==> src/rtl/imm_ext_arbiter.sv <==
// Round-robin share of one 16->32 immediate extender between decode (req 0) and
// the load/store address unit (req 1), with a single registered output stage.
module imm_ext_arbiter #(
  parameter int IMM_W = 16,
  parameter int OUT_W = 32   // must be >= 2*IMM_W for LUI placement
) (
  input  logic             clk,
  input  logic             reset,
  input  logic             req0_valid,
  output logic             req0_ready,
  input  logic [IMM_W-1:0] req0_imm,
  input  logic [1:0]       req0_mode,
  input  logic             req1_valid,
  output logic             req1_ready,
  input  logic [IMM_W-1:0] req1_imm,
  input  logic [1:0]       req1_mode,
  output logic             out_valid,
  input  logic             out_ready,
  output logic [OUT_W-1:0] out_data,
  output logic             out_id,
  output logic             bad_mode
);

  typedef enum logic {EMPTY, FULL} state_t;

  state_t           state;
  logic             last_grant;
  logic             can_accept;
  logic             gnt0, gnt1;
  logic             xfer, xfer_id;
  logic [IMM_W-1:0] sel_imm;
  logic [1:0]       sel_mode;
  logic [OUT_W-1:0] ext;

  assign out_valid = (state == FULL);

  always_comb begin
    can_accept = !out_valid || out_ready;
    // On a tie the requester that did not win last time goes first.
    gnt1       = req1_valid && (!req0_valid || !last_grant);
    gnt0       = req0_valid && !gnt1;
    req0_ready = can_accept && gnt0;
    req1_ready = can_accept && gnt1;
    xfer       = req0_ready || req1_ready;
    xfer_id    = req1_ready;
    sel_imm    = xfer_id ? req1_imm : req0_imm;
    sel_mode   = xfer_id ? req1_mode : req0_mode;
    case (sel_mode)
      2'b01:   ext = {{(OUT_W-IMM_W){1'b0}}, sel_imm};
      2'b10:   ext = {{(OUT_W-IMM_W){1'b0}}, sel_imm} << IMM_W;
      default: ext = {{(OUT_W-IMM_W){sel_imm[IMM_W-1]}}, sel_imm};
    endcase
  end

  always_ff @(posedge clk or posedge reset) begin
    if (reset) begin
      state      <= EMPTY;
      out_data   <= '0;
      out_id     <= 1'b0;
      bad_mode   <= 1'b0;
      last_grant <= 1'b1;
    end else begin
      case (state)
        EMPTY:   if (xfer) state <= FULL;
        FULL:    if (out_ready && !xfer) state <= EMPTY;
        default: state <= EMPTY;
      endcase
      // xfer only happens when the output slot is free or being drained.
      if (xfer) begin
        out_data   <= ext;
        out_id     <= xfer_id;
        last_grant <= xfer_id;
        if (sel_mode == 2'b11) bad_mode <= 1'b1;
      end
    end
  end

endmodule

==> config.mk <==
export PLATFORM = sky130hd
export DESIGN_NAME = imm_ext_arbiter
export DESIGN_NICKNAME = d
export VERILOG_FILES = /design/src/rtl/imm_ext_arbiter.sv
export SDC_FILE = /design/constraint.sdc
export NUM_CORES = 1
export LEC_CHECK = 0
export CORE_MARGIN = 2
export CORE_UTILIZATION = 44
export DETAILED_ROUTE_END_ITERATION = 8
export HOLD_SLACK_MARGIN = 0.1
export PLACE_DENSITY = 0.84
export SETUP_SLACK_MARGIN = 0.5
export SLEW_MARGIN = 20
export SYNTH_ARGS = -nofsm -noshare
export SYNTH_HDL_FRONTEND = slang
export SYNTH_SLANG_ARGS = --single-unit
==> constraint.sdc <==
create_clock -name clk -period 3.88 [get_ports clk]
set_clock_uncertainty 0.05 [all_clocks]
set_input_delay 0.582 -clock clk [delete_from_list [all_inputs] [get_ports clk]]
set_output_delay 0.582 -clock clk [all_outputs]
set_load 0.005 [all_outputs]
**Word level (Yosys, flattened, before mapping)**

Index checks and enable logic that the tools add are counted.

- Flip-flop bits (word level): 36
- Bits of input ports: 41
- Output and inout port bits: 37
- Word-level logic and storage cells: 29

- Eq/ne operators: 3
- Multiplexer cells: 6
- Bitwise gates (word level): 1
- Reductions and logical operators: 14

Operators with widths:

| kind | number |
|---|---|
| $pmux W32 S2 | 1 |
| $mux W16 | 1 |
| $logic_and A1 B1 Y1 | 5 |
| $logic_not A1 Y1 | 5 |
| $eq A2 B2 Y1 const B | 2 |
| $logic_or A1 B1 Y1 | 3 |
| $eq A2 B1 Y1 const B | 1 |
| $mux W1 | 2 |
| $mux W2 | 1 |
| $pmux W1 S2 | 1 |
| $reduce_and A2 Y1 | 1 |
| $not A1 Y1 | 1 |

**Depth between registers and ports, before layout**

- Word-level depth: 11
- Gate-level depth with buffers: 11
- Mapped depth without buffers: 8

**Worst setup path after synthesis**

No wires, ideal clock.

- Path kind: in2reg
- Start point: input port out_ready
- End point: register out_data[16]
- Setup time: 0.082 ns
- Data arrival time: 2.469 ns
- Data required time: 3.748 ns
- Path slack: 1.279 ns
- Cell stages on the path: 10
- Path buffers: 3
- Cell sequence: nand2b_1 buf_2 nand2_1 buf_4 mux2_4 ha_1 nor3b_1 nor3_4 buf_6 o22ai_1

- Word-level cells in the longest chain between the ends: 5
- Elaborated cells on any way between the ends: 9
- Classes of those cells: 2 x eq/ne; 3 x mux; 4 x reduce/logical

Ends and longest elaborated chain:

| what | line | text |
|---|---|---|
| start, declared | 18 | `input logic out_ready,` |
| $logic_or A1 B1 Y1 * | 38 | `can_accept = !out_valid \|\| out_ready;` |
| $logic_and A1 B1 Y1 | 43 | `req1_ready = can_accept && gnt1;` |
| $mux W2 | 47 | `sel_mode = xfer_id ? req1_mode : req0_mode;` |
| $eq A2 B2 Y1 / $eq A2 B1 Y1 (equally long branches) | 48 | `case (sel_mode)` |
| $pmux W32 S2 | 48 |  |
| end signal, assigned | 70 | `out_data <= ext;` |
| end, declared | 19 | `output logic [OUT_W-1:0] out_data,` |

Mark *: on every way between the ends. The rest lies on a longest branch, timed or not.
A chain may end at the register's enable or synchronous reset.

**Final worst setup path**

- Start point: input port req1_valid
- End point: register out_data[29]

- Word-level cells in the longest chain between the ends: 5
- Elaborated cells on any way between the ends: 11
- Classes of those cells: 2 x eq/ne; 3 x mux; 6 x reduce/logical

Ends and longest elaborated chain:

| what | line | text |
|---|---|---|
| start, declared | 13 | `input logic req1_valid,` |
| $logic_and A1 B1 Y1 * | 40 | `gnt1 = req1_valid && (!req0_valid \|\| !last_grant);` |
| $logic_and A1 B1 Y1 / $logic_not A1 Y1 (equally long branches) | 43, 41 |  |
| $mux W2 / $logic_and A1 B1 Y1 (equally long branches) | 47, 41 |  |
| $eq A2 B2 Y1 (tied with other cells) | 48 |  |
| $pmux W32 S2 / $logic_or A1 B1 Y1 (equally long branches) | 48, 44 |  |

Marks and branches as above.

==> flow_results.xml <==
<?xml version="1.0" encoding="UTF-8"?>
<metrics>
  <group name="synth">
    <metric name="synthesis.area_per_instance" unit="um^2">10.0</metric>
    <metric name="yosys_register_bits" unit="">36</metric>
    <metric name="synthesis.area" unit="um^2">1710</metric>
    <metric name="seq_area_frac_synth" unit="">0.527</metric>
    <metric name="synth-warning-count" unit="">0</metric>
    <metric name="mappedNetlistNets" unit="">215</metric>
    <metric name="post_synth_edffs" unit="">0</metric>
    <metric name="synth.lib_cells_used.distinct" unit="">25</metric>
    <metric name="leading_register_cell_type_out_of_synthesis" unit="">sky130_fd_sc_hd__dfrtp_1</metric>
    <metric name="post_synth_inst_count" unit="">171</metric>
    <metric name="postSynth.asyncResetShare" unit="">1.00</metric>
  </group>
  <group name="floorplan">
    <metric name="placeableCoreArea" unit="um^2">3690</metric>
    <metric name="initial_utilization" unit="">0.464</metric>
    <metric name="die_area" unit="um^2">4410</metric>
    <metric name="num_rows" unit="">22</metric>
    <metric name="num_io_pins" unit="">78</metric>
    <metric name="fp.dieH" unit="um">66.4</metric>
    <metric name="die_width" unit="um">66.4</metric>
  </group>
  <group name="global_routing">
    <metric name="largest_net_degree_at_the_start_of_global_routing" unit="">37</metric>
    <metric name="groute.usage.overall" unit="">0.213</metric>
    <metric name="grt-ovfl-total" unit="">0</metric>
    <metric name="grt_antenna_before_repair" unit="">0</metric>
    <metric name="grt_first_pass_wirelength" unit="um">6940</metric>
    <metric name="number_of_global_route_vias_before_repair" unit="">1493</metric>
  </group>
  <group name="timing">
    <metric name="grt_setup_unrepaired" unit="">no</metric>
    <metric name="timing.setup.tns" unit="ns">0</metric>
    <metric name="final-max-slew-violation-count" unit="">0</metric>
    <metric name="post_route_fraction_of_the_period_consumed_by_the_critical_path" unit="">0.769</metric>
    <metric name="final.min_clock_period" unit="ns">2.99</metric>
    <metric name="timing.slew.headroom" unit="">0.405</metric>
    <metric name="final-setup-viol-count" unit="">0</metric>
    <metric name="achievable-frequency" unit="GHz">0.335</metric>
    <metric name="report.final.hold_viol_count" unit="">0</metric>
    <metric name="worst-slew-pin-transition" unit="ns">0.892</metric>
  </group>
  <group name="cts">
    <metric name="clock_sink_count" unit="">36</metric>
    <metric name="cts_tree" unit="">done</metric>
    <metric name="cts.clk_slew.worst_paths" unit="ns">0.07</metric>
    <metric name="htreeDepth" unit="">2</metric>
    <metric name="cts_buffers" unit="">5</metric>
    <metric name="post_cts.repair.setup_buffers" unit="">0</metric>
    <metric name="ctsHoldBuffers" unit="">0</metric>
    <metric name="postCtsResizedCells" unit="">0</metric>
    <metric name="cts-root-buf" unit="">sky130_fd_sc_hd__clkbuf_8</metric>
    <metric name="insertion_delay" unit="ns">0.29</metric>
    <metric name="worst_case_clock_buffer_depth" unit="">2</metric>
  </group>
  <group name="route">
    <metric name="routed_wire_length_per_instance" unit="um">14.5</metric>
    <metric name="detail_route.vias_per_cell" unit="">5.24</metric>
    <metric name="drc" unit="">0</metric>
    <metric name="detailroute.via_count" unit="">1563</metric>
    <metric name="wirelength" unit="um">4330</metric>
    <metric name="drt.antenna.violating_nets" unit="">0</metric>
    <metric name="dr.first_iter.drc_count" unit="">44</metric>
    <metric name="first_pass_iters" unit="">4</metric>
  </group>
  <group name="worst_setup_path">
    <metric name="rrSetupSlack" unit="ns">1.31</metric>
    <metric name="startpoint_of_the_worst_slack_reg_to_reg_timing_path" unit="">out_valid</metric>
    <metric name="endpoint_kind_of_the_worst_setup_timing_path" unit="">flop</metric>
    <metric name="worst-path-max-fanout" unit="">15</metric>
    <metric name="crit_path_top_delay_cell" unit="">sky130_fd_sc_hd__clkdlybuf4s50_1</metric>
    <metric name="critPathArrivalTime" unit="ns">3.08</metric>
    <metric name="path_cells" unit="">clkdlybuf4s50_1 -&gt; a21boi_2 -&gt; nand2_1 -&gt; mux2_4 -&gt; ha_1 -&gt; inv_1 -&gt; and4_1 -&gt; nor3_4 -&gt; o22ai_1</metric>
    <metric name="reg2regPathDepth" unit="">8</metric>
    <metric name="cp-start-kind" unit="">primary input</metric>
    <metric name="critical_path_required" unit="ns">3.98</metric>
    <metric name="capture_instance_of_the_worst_register_to_register_path" unit="">out_data[29]</metric>
    <metric name="critPathKind" unit="">in -&gt; reg</metric>
    <metric name="crit_path_max_incr_delay" unit="ns">0.55</metric>
  </group>
  <group name="place">
    <metric name="final_hpwl_from_detailed_placement" unit="um">3090</metric>
    <metric name="place.port_buffers" unit="">77</metric>
    <metric name="place.detailed.instances" unit="">290</metric>
    <metric name="place.gp.congestion" unit="">0.760</metric>
  </group>
  <group name="cells_and_area">
    <metric name="diodes" unit="">0</metric>
    <metric name="register_area" unit="um^2">902</metric>
    <metric name="final_common_cell" unit="">sky130_fd_sc_hd__clkdlybuf4s50_1</metric>
    <metric name="most_frequent_cells_in_the_layout" unit="">sky130_fd_sc_hd__clkdlybuf4s50_1 (77), sky130_fd_sc_hd__dfrtp_1 (35), sky130_fd_sc_hd__o21ai_0 (34)</metric>
    <metric name="finalCoreUtilization" unit="">0.713</metric>
    <metric name="final-instance-count-excl-fill" unit="">298</metric>
    <metric name="multi_input_comb_area" unit="um^2">728</metric>
    <metric name="post_route_cells_drive_above_1_share" unit="">0.0760</metric>
    <metric name="nets" unit="">293</metric>
    <metric name="filler_cell_count" unit="">300</metric>
    <metric name="layout-area-overhead-vs-synth" unit="%">53.5</metric>
  </group>
  <group name="pwr">
    <metric name="pwr_density_cell" unit="nW/um^2">471</metric>
    <metric name="ir_drop" unit="V">0.000367</metric>
    <metric name="total_leakage_power" unit="uW">0.00117</metric>
  </group>
  <group name="run_status">
    <metric name="run_status" unit="">finished, final reports clean</metric>
  </group>
  <group name="min_path">
    <metric name="timing.hold.worst_endpoint" unit="">bad_mode</metric>
    <metric name="hp-class" unit="">reg -&gt; reg</metric>
    <metric name="worstHoldStart" unit="">bad_mode</metric>
    <metric name="timing.hold.worst_path_depth" unit="">1</metric>
  </group>
  <group name="flow_run">
    <metric name="maxCapViolCount" unit="">0</metric>
  </group>
</metrics>
-- stage by stage --
stage               power [uW]  setup WS, ns  hold WS, ns  cell area, um^2
floorplan                  675          1.28        0.401             1710
global placement           908         0.647        0.404             2520
detailed placement         919         0.573        0.405             2520
CTS                       1250         0.884        0.420             2630
global route              1310         0.707        0.448             2630
finish                    1240         0.895        0.420             2630
-- critical path, delay by kind of cell --
kind | cells | cell delay, ns
simple gates | 3 | 0.78
buf+inv | 2 | 0.63
compound gates | 2 | 0.40
mux | 1 | 0.36
fa+ha+maj | 1 | 0.31
-- cell type report --
| cell class | instances | area share |
|---|---|---|
| inverters | 7 | 0.0100 |
| well taps | 48 | 0.0228 |
| repair buffers | 81 | 0.305 |
| flip-flops and latches | 36 | 0.343 |
| clock inverters | 3 | 0.0162 |
| multi-input cells | 118 | 0.277 |
| clock buffers | 5 | 0.0262 |
-- cells in the mapped netlist, drive strengths merged (2+ instances only) --
master  count  share of area
mux2i      16          0.093
nor2       15          0.033
buf         6          0.024
clkbuf      4         0.0088
a21oi       2         0.0058
inv         7          0.015
mux2        2          0.018
ha          3          0.022
o21ai      36           0.11
dfrtp      35           0.51
nand2      20          0.044
o22ai      15          0.055
-- routing by layer --
metal,track usage,part of all wire
met1,0.272,0.43
met2,0.339,0.47
met3,0.0869,0.091
met4,0.0459,0.0065
met5,0,0
-- where the power goes --
| part | internal (uW) | switching, uW |
|---|---|---|
| logic | 238 | 159 |
| clock network | 190 | 137 |
| registers | 458 | 55.5 |
-- kinds of logic (layout without fill, tap and decap cells) --
| group | count (synthesis) | in the layout | synth area share |
|---|---|---|---|
| flops | 36 | 36 | 0.527 |
| mux | 18 | 18 | 0.111 |
| buf+inv | 17 | 96 | 0.0482 |
| simple gates | 40 | 40 | 0.103 |
| fa+ha+maj | 3 | 3 | 0.0219 |
| compound gates | 57 | 57 | 0.189 |
-- how the worst max path moves through the flow --
stage               slack, ns            to  startpoint  cells past startpoint
global placement         0.65  out_data[18]  req1_valid                      9
detailed placement       0.57  out_data[28]  req1_valid                      9
CTS                      0.88  out_data[28]  req1_valid                      9
finish                   0.89  out_data[29]  req1_valid                      9
global route             0.71  out_data[28]  req1_valid                      9
floorplan                1.28  out_data[16]   out_ready                     10
-- flip-flops by register name, indices dropped and copies added (netlist names) --
name,cells
bad_mode,1
last_grant,1
out_data,32
out_id,1
out_valid,1
Note: power is estimated with default switching activity, not from simulation.
